File: config.mk
export PLATFORM = sky130hd
export DESIGN_NAME = math_peak_find_17
export DESIGN_NICKNAME = d
export VERILOG_FILES = /design/src/rtl/math_peak_find_17.sv
export SDC_FILE = /design/constraint.sdc
export NUM_CORES = 1
export LEC_CHECK = 0
export ABC_AREA = 1
export CAP_MARGIN = 20
export CORE_ASPECT_RATIO = 1.1
export CORE_MARGIN = 4
export CORE_UTILIZATION = 47
export DETAILED_ROUTE_END_ITERATION = 8
export PLACE_DENSITY = 0.84
export SYNTH_ARGS = -nofsm -noshare
export SYNTH_HDL_FRONTEND = slang
export SYNTH_SLANG_ARGS = --single-unit
File: constraint.sdc
create_clock -name clk -period 2.35 [get_ports clk]
set_clock_uncertainty 0.1 [all_clocks]
set_input_delay 0.47 -clock clk [delete_from_list [all_inputs] [get_ports clk]]
set_output_delay 0.47 -clock clk [all_outputs]
set_load 0.005 [all_outputs]
File: src/rtl/math_peak_find_17.sv
// math_peak_find_17: frame-based peak search over an unsigned magnitude stream.
// Optional second-peak tracking is built when MATH_PEAK_SECOND_EN is defined.
//
// Ports:
//   clk        - single clock
//   rst        - asynchronous active-low reset
//   ena        - global clock enable; all registers hold when low
//   din        - unsigned magnitude sample (WIDTH bits)
//   din_vld    - sample qualifier
//   din_last   - last sample of the frame (with din_vld)
//   peak       - frame maximum value
//   peak_idx   - 0-based index of the maximum (earliest on ties)
//   frame_len  - accepted samples in the frame, saturating at 2^IDX_BITS
//   ovf        - frame held more than 2^IDX_BITS samples
//   peak_vld   - one-cycle result strobe
//   peak2      - second-highest sample (0 unless MATH_PEAK_SECOND_EN)
//   peak2_idx  - index of the second-highest sample
module math_peak_find_17 #(
    parameter int WIDTH    = 17,
    parameter int IDX_BITS = 10
) (
    input  logic                clk,
    input  logic                rst,
    input  logic                ena,
    input  logic [WIDTH-1:0]    din,
    input  logic                din_vld,
    input  logic                din_last,
    output logic [WIDTH-1:0]    peak,
    output logic [IDX_BITS-1:0] peak_idx,
    output logic [IDX_BITS:0]   frame_len,
    output logic                ovf,
    output logic                peak_vld,
    output logic [WIDTH-1:0]    peak2,
    output logic [IDX_BITS-1:0] peak2_idx
);

    localparam logic [IDX_BITS-1:0] IDX_MAX = {IDX_BITS{1'b1}};
    localparam logic [IDX_BITS:0]   CNT_ONE = {{IDX_BITS{1'b0}}, 1'b1};

    typedef enum logic {
        S_IDLE,
        S_SCAN
    } state_t;

    state_t r_state;
    state_t w_state_nxt;

    logic [IDX_BITS:0]   r_cnt;
    logic [WIDTH-1:0]    r_max;
    logic [IDX_BITS-1:0] r_max_idx;
    logic                r_ovf;

    logic [WIDTH-1:0]    r_peak;
    logic [IDX_BITS-1:0] r_peak_idx;
    logic [IDX_BITS:0]   r_frame_len;
    logic                r_res_ovf;
    logic                r_peak_vld;

    logic                w_acc;
    logic                w_scan;
    logic [IDX_BITS:0]   w_cnt;
    logic [WIDTH-1:0]    w_max;
    logic [IDX_BITS-1:0] w_max_idx;
    logic                w_ovf;
    logic                w_sat;
    logic [IDX_BITS-1:0] w_cur_idx;
    logic [IDX_BITS:0]   w_cnt_nxt;
    logic                w_ovf_nxt;
    logic                w_gt;
    logic [WIDTH-1:0]    w_max_nxt;
    logic [IDX_BITS-1:0] w_max_idx_nxt;

    assign w_acc  = ena & din_vld;
    assign w_scan = (r_state == S_SCAN);

    // In IDLE the running values are taken as zero, so the first sample
    // of a frame goes through the same update rule as every other one.
    assign w_cnt     = w_scan ? r_cnt     : '0;
    assign w_max     = w_scan ? r_max     : '0;
    assign w_max_idx = w_scan ? r_max_idx : '0;
    assign w_ovf     = w_scan ? r_ovf     : 1'b0;

    // cnt reaching 2^IDX_BITS means this sample is beyond the frame limit.
    assign w_sat     = w_cnt[IDX_BITS];
    assign w_cur_idx = w_sat ? IDX_MAX : w_cnt[IDX_BITS-1:0];
    assign w_cnt_nxt = w_sat ? w_cnt : w_cnt + CNT_ONE;
    assign w_ovf_nxt = w_ovf | w_sat;

    assign w_gt          = din > w_max;
    assign w_max_nxt     = w_gt ? din : w_max;
    assign w_max_idx_nxt = w_gt ? w_cur_idx : w_max_idx;

    always_comb begin
        w_state_nxt = r_state;
        if (w_acc) begin
            if (din_last) begin
                w_state_nxt = S_IDLE;
            end else begin
                w_state_nxt = S_SCAN;
            end
        end
    end

    always_ff @(posedge clk or negedge rst) begin
        if (!rst) begin
            r_state <= S_IDLE;
        end else if (ena) begin
            r_state <= w_state_nxt;
        end
    end

    always_ff @(posedge clk or negedge rst) begin
        if (!rst) begin
            r_cnt       <= '0;
            r_max       <= '0;
            r_max_idx   <= '0;
            r_ovf       <= 1'b0;
            r_peak      <= '0;
            r_peak_idx  <= '0;
            r_frame_len <= '0;
            r_res_ovf   <= 1'b0;
            r_peak_vld  <= 1'b0;
        end else if (ena) begin
            r_peak_vld <= w_acc & din_last;
            if (w_acc) begin
                if (din_last) begin
                    r_cnt       <= '0;
                    r_max       <= '0;
                    r_max_idx   <= '0;
                    r_ovf       <= 1'b0;
                    r_peak      <= w_max_nxt;
                    r_peak_idx  <= w_max_idx_nxt;
                    r_frame_len <= w_cnt_nxt;
                    r_res_ovf   <= w_ovf_nxt;
                end else begin
                    r_cnt     <= w_cnt_nxt;
                    r_max     <= w_max_nxt;
                    r_max_idx <= w_max_idx_nxt;
                    r_ovf     <= w_ovf_nxt;
                end
            end
        end
    end

`ifdef MATH_PEAK_SECOND_EN
    logic [WIDTH-1:0]    r_sec;
    logic [IDX_BITS-1:0] r_sec_idx;
    logic [WIDTH-1:0]    r_peak2;
    logic [IDX_BITS-1:0] r_peak2_idx;
    logic [WIDTH-1:0]    w_sec;
    logic [IDX_BITS-1:0] w_sec_idx;
    logic                w_sec_gt;
    logic [WIDTH-1:0]    w_sec_nxt;
    logic [IDX_BITS-1:0] w_sec_idx_nxt;

    assign w_sec     = w_scan ? r_sec     : '0;
    assign w_sec_idx = w_scan ? r_sec_idx : '0;
    assign w_sec_gt  = din > w_sec;

    // A new max demotes the old max; otherwise din may replace second.
    assign w_sec_nxt = w_gt     ? w_max :
                       w_sec_gt ? din   : w_sec;
    assign w_sec_idx_nxt = w_gt     ? w_max_idx :
                           w_sec_gt ? w_cur_idx : w_sec_idx;

    always_ff @(posedge clk or negedge rst) begin
        if (!rst) begin
            r_sec       <= '0;
            r_sec_idx   <= '0;
            r_peak2     <= '0;
            r_peak2_idx <= '0;
        end else if (ena && w_acc) begin
            if (din_last) begin
                r_sec       <= '0;
                r_sec_idx   <= '0;
                r_peak2     <= w_sec_nxt;
                r_peak2_idx <= w_sec_idx_nxt;
            end else begin
                r_sec     <= w_sec_nxt;
                r_sec_idx <= w_sec_idx_nxt;
            end
        end
    end

    assign peak2     = r_peak2;
    assign peak2_idx = r_peak2_idx;
`else
    assign peak2     = '0;
    assign peak2_idx = '0;
`endif

    assign peak      = r_peak;
    assign peak_idx  = r_peak_idx;
    assign frame_len = r_frame_len;
    assign ovf       = r_res_ovf;
    assign peak_vld  = r_peak_vld;

endmodule

# [Yosys cells after proc, flatten, opt, wreduce, memory -nomap -nowiden]
# Index checks and enable logic that the tools add are counted.
[totals] input_bits=22 elab_cells=30 regBits=80 out_inout_bits=67 n_memories=0 latch_bits=0 mem_bits_rw=0 rom_bits=0
[op_classes] shifts=0 bitwise_logic=3 magnitude_cmp=1 muxes=13 add_sub_neg=1 eq_ne=0 n_reduce_logical=2 div_mod_pow=0 mul=0
[op_table] operator="two-way mux 17 bit" count=3
[op_table] operator="two-way mux 10 bit" count=4
[op_table] operator="two-way mux 11 bit" count=3
[op_table] operator="> comparator 17 bit" count=1
[op_table] operator="adder 11 x 1 -> 11 bit (second input constant)" count=1
[op_table] operator="two-way mux 1 bit" count=3
[op_table] operator="AND reduction 3 bit" count=1
[op_table] operator="bitwise AND 1 bit" count=2
[op_table] operator="AND reduction 2 bit" count=1
[op_table] operator="bitwise OR 1 bit" count=1

# [Longest topological paths before layout]
# Gate-level depths: netlist (run 1).
[depth] word_depth=4 ltp_mapped=18 mapped_depth_nobuf=14

# [Worst setup path after synthesis (run 1)]
# Ideal clock, no wire load.
[synth_timing] kind="reg-to-reg" from="reg r_state" to="reg r_peak_idx[1] (netlist: peak_idx[1])" n_path_buf=4 path_slack_ps=-30 setup_time_ps=117 required_time_ps=2133 path_stages_with_launch=15 t_arrival_ps=2163 synth_period_minus_slack_ps=2380 path_cell_list="dfrtp_1 clkbuf_2 buf_2 buf_2 nand2_1 ha_1 nand2_1 nor2_2 and3_2 nand4_4 nand2_4 buf_6 nand2_2 nand3_1 nand2_1"
[synth_between] elab_chain_len=3 word_cells_on_any_way=6 cone_classes="1 x order compare; 5 x mux"
[synth_lines] item="from (decl)" line_no="45" source="state_t r_state;"
[synth_lines] item="from (signal assigned)" line_no="108" source="r_state <= w_state_nxt;"
[synth_lines] item="two-way mux 17 bit or two-way mux 11 bit (tied branches)" line_no="79, 78"
[synth_lines] item="> comparator 17 bit or two-way mux 10 bit (tied branches)" line_no="89, 85"
[synth_lines] item="two-way mux 10 bit (*)" line_no="91" source="assign w_max_idx_nxt = w_gt ? w_cur_idx : w_max_idx;"
[synth_lines] item="to (signal assigned)" line_no="132" source="r_peak_idx <= w_max_idx_nxt;"
[synth_lines] item="to (decl)" line_no="54" source="logic [IDX_BITS-1:0] r_peak_idx;"
# Mark *: on every way between the ends. The rest lies on a longest branch, timed or not.
# A chain may end at the register's enable or synchronous reset.

# [Worst setup path after layout (run 1)]
[layout_timing] from="reg r_state" to="reg r_peak[6] (netlist: peak[6])"
[layout_between] elab_chain_len=3
[layout_lines] item="two-way mux 17 bit (*)" line_no="79" source="assign w_max = w_scan ? r_max : '0;"
[layout_lines] item="> comparator 17 bit" line_no="89" source="assign w_gt = din > w_max;"
[layout_lines] item="two-way mux 17 bit (*)" line_no="90" source="assign w_max_nxt = w_gt ? din : w_max;"
[layout_lines] item="to (signal assigned)" line_no="131" source="r_peak <= w_max_nxt;"
[layout_lines] item="to (decl)" line_no="53" source="logic [WIDTH-1:0] r_peak;"
# Marks and branches as above.

==> results of run 1 <==
## cell usage after synthesis, types with 3 or more instances
cell type,count
sky130_fd_sc_hd__buf_2,11
sky130_fd_sc_hd__inv_1,45
sky130_fd_sc_hd__dfrtp_1,80
sky130_fd_sc_hd__clkbuf_1,9
sky130_fd_sc_hd__xor2_1,8
sky130_fd_sc_hd__o22ai_1,3
sky130_fd_sc_hd__buf_4,29
sky130_fd_sc_hd__o21ai_0,25
sky130_fd_sc_hd__nand3_1,86
sky130_fd_sc_hd__a21oi_1,5
sky130_fd_sc_hd__nand2_2,11
sky130_fd_sc_hd__ha_1,19
sky130_fd_sc_hd__nand2_1,219
sky130_fd_sc_hd__nor2_1,19
## timing repair
item	4_1_cts	5_1_grt
hold buffers	1	0
buffers inserted	0	5
gates resized for setup	0	124
setup endpoints to repair	0	54
endpoints found under the hold margin	28	0
## power breakdown
part	switching (mW)	internal [mW]
combinational	0.682	0.602
sequential	0.122	1.57
clock	0.543	0.438
total	1.35	2.61
## routing by layer
| layer | global-route usage, % | up-vias | part of all wire, % |
|---|---|---|---|
| li1 | - | 1954 | - |
| met1 | 25.2 | 2024 | 37 |
| met2 | 34.8 | 205 | 52 |
| met3 | 3.47 | 48 | 7.2 |
| met4 | 7.36 | 0 | 3.6 |
| met5 | 0 | - | 0 |
## worst max-delay path, cell delays in order (launching register included)
cell and delay (ns):
sky130_fd_sc_hd__dfrtp_2 0.41, sky130_fd_sc_hd__buf_12 0.14, sky130_fd_sc_hd__nand2_1 0.09, sky130_fd_sc_hd__ha_1 0.35, sky130_fd_sc_hd__a21o_1 0.21, sky130_fd_sc_hd__nor2_1 0.18
sky130_fd_sc_hd__nand2_2 0.09, sky130_fd_sc_hd__nor2_4 0.19, sky130_fd_sc_hd__nand2_8 0.11, sky130_fd_sc_hd__nand2_8 0.12, sky130_fd_sc_hd__clkbuf_16 0.17, sky130_fd_sc_hd__nand2_2 0.08
sky130_fd_sc_hd__nand3_1 0.08, sky130_fd_sc_hd__nand2_1 0.05
## sequential cells by signal, summed over array words and instances (netlist names)
register,count
r_ovf,1
peak_vld,1
peak_idx,10
r_max_idx,10
r_cnt,11
r_max,17
peak,17
ovf,1
r_state,1
frame_len,11
## path summary, 6_finish.rpt
| check | to | slack, ns | cells past startpoint |
|---|---|---|---|
| worst max-delay path | peak[6] | -0.14 | 13 |
| worst max register to register | peak[6] | -0.14 | 13 |
| worst min register to register | peak_idx[9] | 0.38 | 2 |
| max in group asynchronous | peak[9] | 1.08 | 3 |
| min in group asynchronous | peak_idx[1] | 0.47 | 2 |
| worst min-delay path | peak_idx[9] | 0.38 | 2 |
## cells by family after synthesis
| group | share of synthesized area [%] |
|---|---|
| AOI/OAI and AO/OA | 4.09 |
| xor gates and xnor gates | 1.56 |
| adders and majority gates | 5.29 |
| buffers and inverters | 11.3 |
| DFF | 44.5 |
| other | 0.0834 |
| and+or+nand+nor | 33.1 |
## layout make-up
cell class / instances / area (µm²)
fill: 738 / 3210
multi-input combinational: 435 / 2640
sequential: 80 / 2000
timing repair buffer: 91 / 996
inverter: 46 / 173
clock buffer: 11 / 151
tap: 117 / 146
clock inverter: 5 / 31.3
## per-stage QoR
stage,setup WS (ns),instance area [µm²]
global placement,-0.153,5260
global route,-0.231,6140
floorplan,0.0107,4600
finish,-0.144,6140
CTS,0.00261,5450
detailed placement,-0.216,5260
==> impl_table.tex, run 1 <==
\begin{tabular}{lr}
\hline
Metric & Value \\
\hline
\multicolumn{2}{l}{\textbf{STA}} \\
Total of endpoints with negative setup slack in the final report & 54 \\
Final hold violation count & 0 \\
Final critical-path share of the clock period & 106\% \\
Time the worst path needs with I/O delays and setup & 2.49 ns \\
Setup repair after global routing missed its margin & true \\
Final critical-path setup slack & -0.144 ns \\
Setup TNS Final & -4.95 ns \\
Max Freq & $\sim$0.4 GHz \\
Final Max Slew Viols & 0 \\
Fin Hold WS & 0.384 ns \\
\multicolumn{2}{l}{\textbf{Logic synthesis}} \\
Syn\_area\_per\_cell & between 7 and 8 µm² \\
Primary FF master, synth & sky130\_fd\_sc\_hd\_\_dfrtp\_1 \\
Post-synth ARST share & between 90\% and 100\% \\
Largest cells by area after synthesis & sky130\_fd\_sc\_hd\_\_dfrtp\_1, sky130\_fd\_sc\_hd\_\_nand2\_1, sky130\_fd\_sc\_hd\_\_nand3\_1, sky130\_fd\_sc\_hd\_\_ha\_1, sky130\_fd\_sc\_hd\_\_buf\_4 \\
Combined area of all synthesized cells & around 4500 µm² \\
Number of distinct library cell variants in the gate-level netlist after synthesis & 28 \\
Count of flip-flops with a built-in enable after synthesis & 0 \\
Share of the synthesized area in the top cell type & 44.5\% \\
Fraction of the yosys area taken by sequential cells & roughly 45\% \\
Syn Inst Count & roughly 600 \\
Flops \& latches, synth & 80 \\
Dominant cell type by area after synthesis & sky130\_fd\_sc\_hd\_\_dfrtp\_1 \\
Warning count from the yosys run & 0 \\
\multicolumn{2}{l}{\textbf{Final layout}} \\
Final core utilization & between 60\% and 70\% \\
Layout cell share with drive strength beyond 1 & a little under a quarter \\
Diode count & 0 \\
Most common cell after layout, fill and taps aside & sky130\_fd\_sc\_hd\_\_nand2\_1 \\
Highest-count cells in the layout ignoring fill and taps & sky130\_fd\_sc\_hd\_\_nand2\_1, sky130\_fd\_sc\_hd\_\_dfrtp\_1, sky130\_fd\_sc\_hd\_\_clkdlybuf4s50\_1 \\
Layout Nets & 704 \\
Number of standard cells in the layout, taps in and fillers out & 785 \\
Layout overhead on the synthesized area & 36.4\% \\
\multicolumn{2}{l}{\textbf{Drt}} \\
Count of TritonRoute iterations in the first routing pass & 5 \\
Final WL & $\sim$13000 µm \\
Via Count & 4231 \\
Antenna Nets Post-Route & 0 \\
DRC violation count after routing & 0 \\
Wire length per cell after detailed routing & approximately 17 µm \\
Vias per Instance & around 5.4 \\
DRC violation total after the first TritonRoute iteration & 276 \\
\multicolumn{2}{l}{\textbf{Global routing}} \\
Antenna violations before repair & 0 \\
Total global routing track utilization & 20.3\% \\
Vias in the first global route & about 4.1k \\
First-pass GRT wire length & 18500 µm \\
Maximum number of pins on one net before global-route repair & 36 \\
Sum of overflow across all layers after global routing & 0 \\
\multicolumn{2}{l}{\textbf{Place}} \\
RD Place Congestion & 0.893 \\
Placed cells & 760 \\
Input/output buffers & a little over 60 \\
Detailed Place HPWL & 7950 µm \\
\multicolumn{2}{l}{\textbf{Critical path}} \\
Launch point of the worst reg-to-reg path & r\_state \\
Crit Path Class & reg -> reg \\
Crit path arrival time & 2.65 ns \\
Data required time of the critical path & $\sim$2.5 ns \\
Crit path capture type & flop \\
Critical path launch point type & flop \\
Startpoint of the worst setup timing path & r\_state \\
Highest fanout seen on the critical path & 8 \\
\multicolumn{2}{l}{\textbf{Clock network}} \\
Maximum clock path buffer count & 2 \\
Cell at the root of the clock tree & sky130\_fd\_sc\_hd\_\_clkbuf\_8 \\
Clock-pin slew on the worst setup and hold paths & 0.08 ns \\
CTS tree & done \\
Number of buffers created by CTS & 9 \\
Deepest level of the CTS H-tree & 3 \\
CTS sink cnt & 80 \\
Source-to-sink clock delay at the later pin of the worst-skew pair & about 0.37 ns \\
\multicolumn{2}{l}{\textbf{Power}} \\
PwrDens & between 600 and 700 nW/µm² \\
Peak VDD IR & 380 µV \\
Leak Pwr & between 3 and 4 nW \\
Final total power & between 3 and 4 mW \\
\multicolumn{2}{l}{\textbf{Status}} \\
Violated checks & negative setup slack \\
Status & finished, violations left \\
\multicolumn{2}{l}{\textbf{Hold path}} \\
Startpoint of the lowest-slack hold path & peak\_idx[9] \\
Worst min-delay path class & reg -> reg \\
\multicolumn{2}{l}{\textbf{Floorplan}} \\
Number of top-level pins & 89 \\
Area of the core & around 9400 µm² \\
DIE WIDTH & approximately 100 µm \\
FP Rows & 37 \\
Die footprint & $\sim$11000 µm² \\
DIE HEIGHT & around 110 µm \\
Effective utilization at floorplan & 48.1\% \\
\multicolumn{2}{l}{\textbf{Job}} \\
Number of maximum-capacitance constraint violations & 0 \\
\hline
\end{tabular}
Note: power is estimated with default switching activity, not from simulation.
==> run 2: changes to the inputs <==
- CORE_UTILIZATION: 47 -> 28
- PLACE_DENSITY: 0.84 -> 0.57
- SKIP_LAST_GASP: unset -> 1
==> impl_table.tex, run 2 (synthesis results as in run 1) <==
\begin{tabular}{lr}
\hline
Metric & Value \\
\hline
\multicolumn{2}{l}{\textbf{Status}} \\
Status & finished, final reports clean \\
\multicolumn{2}{l}{\textbf{Critical path}} \\
Startpoint of the worst setup timing path & r\_state \\
Delay of the slowest cell on the worst path & around 0.47 ns \\
Critical-path cell list & buf\_12, nand2\_2, ha\_4, a21oi\_1, nand2\_1, nand2\_1, nand2\_2, nor2\_4, nand2\_8, nand2\_8, buf\_12, nand2\_1, nand3\_1, nand2\_1 \\
Crit Path Class & reg -> reg \\
Data required time of the critical path & around 2.5 ns \\
Crit path arrival time & $\sim$2.4 ns \\
Crit path capture type & flop \\
Highest fanout seen on the critical path & 7 \\
Cell repeated most along the worst path & sky130\_fd\_sc\_hd\_\_nand2\_1 \\
Max stage delay cell, worst path & sky130\_fd\_sc\_hd\_\_dfrtp\_2 \\
Launch point of the worst reg-to-reg path & r\_state \\
Critical path launch point type & flop \\
\multicolumn{2}{l}{\textbf{Floorplan}} \\
DIE WIDTH & around 130 µm \\
FP Rows & 48 \\
DIE HEIGHT & approximately 140 µm \\
Effective utilization at floorplan & 28.6\% \\
Area of the core & about 16000 µm² \\
Die footprint & 18200 µm² \\
Number of top-level pins & 89 \\
\multicolumn{2}{l}{\textbf{STA}} \\
Max Freq & 0.441 GHz \\
Final critical-path share of the clock period & between 90\% and 100\% \\
Setup repair after global routing missed its margin & true \\
Final Max Slew Viols & 0 \\
Setup TNS Final & 0 ns \\
Time the worst path needs with I/O delays and setup & $\sim$2.3 ns \\
Total of endpoints with negative setup slack in the final report & 0 \\
Final hold violation count & 0 \\
\multicolumn{2}{l}{\textbf{Global routing}} \\
First-pass GRT wire length & slightly below 20000 µm \\
Sum of overflow across all layers after global routing & 0 \\
Antenna violations before repair & 0 \\
Total global routing track utilization & a little over an eighth \\
Maximum number of pins on one net before global-route repair & 52 \\
Vias in the first global route & about 3.7k \\
\multicolumn{2}{l}{\textbf{Drt}} \\
Wire length per cell after detailed routing & 14.1 µm \\
Final WL & between 10000 and 15000 µm \\
Vias per Instance & 4.46 \\
DRC violation total after the first TritonRoute iteration & about 260 \\
Count of TritonRoute iterations in the first routing pass & 5 \\
Antenna Nets Post-Route & 0 \\
Via Count & roughly 3.9k \\
DRC violation count after routing & 0 \\
\multicolumn{2}{l}{\textbf{Place}} \\
Input/output buffers & slightly above 60 \\
Detailed Place HPWL & 8170 µm \\
Instance area after placement & $\sim$5400 µm² \\
RD Place Congestion & 0.792 \\
\multicolumn{2}{l}{\textbf{Clock network}} \\
Clock-pin slew on the worst setup and hold paths & $\sim$0.06 ns \\
Cell at the root of the clock tree & sky130\_fd\_sc\_hd\_\_clkbuf\_16 \\
CTS sink cnt & 80 \\
Number of buffers created by CTS & 9 \\
CTS tree & done \\
Deepest level of the CTS H-tree & 3 \\
Maximum clock path buffer count & 2 \\
Source-to-sink clock delay at the later pin of the worst-skew pair & about 0.35 ns \\
\multicolumn{2}{l}{\textbf{Final layout}} \\
Highest-count cells in the layout ignoring fill and taps & sky130\_fd\_sc\_hd\_\_nand2\_1, sky130\_fd\_sc\_hd\_\_nand3\_1, sky130\_fd\_sc\_hd\_\_dfrtp\_1 \\
Layout overhead on the synthesized area & 36.9\% \\
Layout cell share with drive strength beyond 1 & around 16\% \\
Layout Nets & roughly 700 \\
Summed area of non-filler cells in the final layout & 6160 µm² \\
Most common cell after layout, fill and taps aside & sky130\_fd\_sc\_hd\_\_nand2\_1 \\
Diode count & 0 \\
\multicolumn{2}{l}{\textbf{Power}} \\
Final total power & 4.39 mW \\
Peak VDD IR & 424 µV \\
Leak Pwr & slightly above 3 nW \\
PwrDens & between 700 and 800 nW/µm² \\
\multicolumn{2}{l}{\textbf{Job}} \\
Number of maximum-capacitance constraint violations & 0 \\
\multicolumn{2}{l}{\textbf{Hold path}} \\
Startpoint of the lowest-slack hold path & peak[9] \\
Worst min-delay path class & reg -> reg \\
\hline
\end{tabular}
==> run 2: changes by cell type in the layout (fill, tap and decap cells not counted), moves of 6 or more <==
| cell | previous run | this run |
|---|---|---|
| sky130_fd_sc_hd__clkbuf_16 | 3 | 13 |
| sky130_fd_sc_hd__clkbuf_8 | 11 | 1 |
| sky130_fd_sc_hd__ha_1 | 13 | 7 |
| sky130_fd_sc_hd__ha_4 | 6 | 12 |
| sky130_fd_sc_hd__nand2_1 | 187 | 200 |
| sky130_fd_sc_hd__nand2_4 | 15 | 7 |
| sky130_fd_sc_hd__nand3_1 | 32 | 80 |
| sky130_fd_sc_hd__nand3_2 | 54 | 6 |
==> run 2: timing repair <==
action / CTS / global route
resized for setup: 0 / 56
setup buffers: 0 / 2
hold buffers: 1 / 0
setup endpoints to repair: 0 / 53
endpoints found under the hold margin: 29 / 0
==> run 2: stage by stage <==
step / hold slack [ns] / util, % / instances / setup slack (ns)
final: 0.376 / 39.1 / 867 / 0.0845
after global routing: 0.393 / 39.1 / 867 / -0.0524
after CTS: 0.381 / 36.5 / 861 / 0.0175
after detailed placement: 0.344 / 34.3 / 844 / -0.256
after global placement: 0.338 / 34.3 / 844 / -0.220
after floorplan: 0.0744 / - / 614 / 0.0107
==> run 2: routing by layer <==
metal / vias to the layer above / global-route usage (%) / part of all wire, %
met2: 83 / 22.4 / 50
met3: 12 / 3.56 / 4.6
met4: 0 / 3.48 / 1.0
met5: - / 0 / 0
li1: 1960 / - / -
met1: 1809 / 17.3 / 44
==> run 2: path summary, 6_finish.rpt <==
check                              endpoint  slack, ns  cells past startpoint
worst max register to register     r_max[5]       0.08                     14
worst min-delay path                peak[9]       0.38                      2
worst min register to register      peak[9]       0.38                      2
min in group asynchronous       peak_idx[5]       0.49                      2
worst max-delay path               r_max[5]       0.08                     14
max in group asynchronous           r_state       1.01                      3
==> run 2: area by class of cell <==
cell class | count | area, µm²
fill | 1625 | 9580
sequential | 80 | 2000
clock buffer | 10 | 239
multi-input combinational | 435 | 2390
clock inverter | 6 | 91.3
tap | 200 | 250
timing repair buffer | 90 | 1010
inverter | 46 | 173
==> run 2: where the power goes <==
part           switching (mW)  internal [mW]
registers               0.127           1.57
logic                   0.565          0.586
clock network           0.581          0.965
total                    1.27           3.12
==> run 2: worst max-delay path, delay by kind of cell (launching register included) <==
family          cells  cell delay, ns
simple gates       10            0.90
flops               1            0.47
buf+inv             2            0.32
fa+ha+maj           1            0.20
compound gates      1            0.16
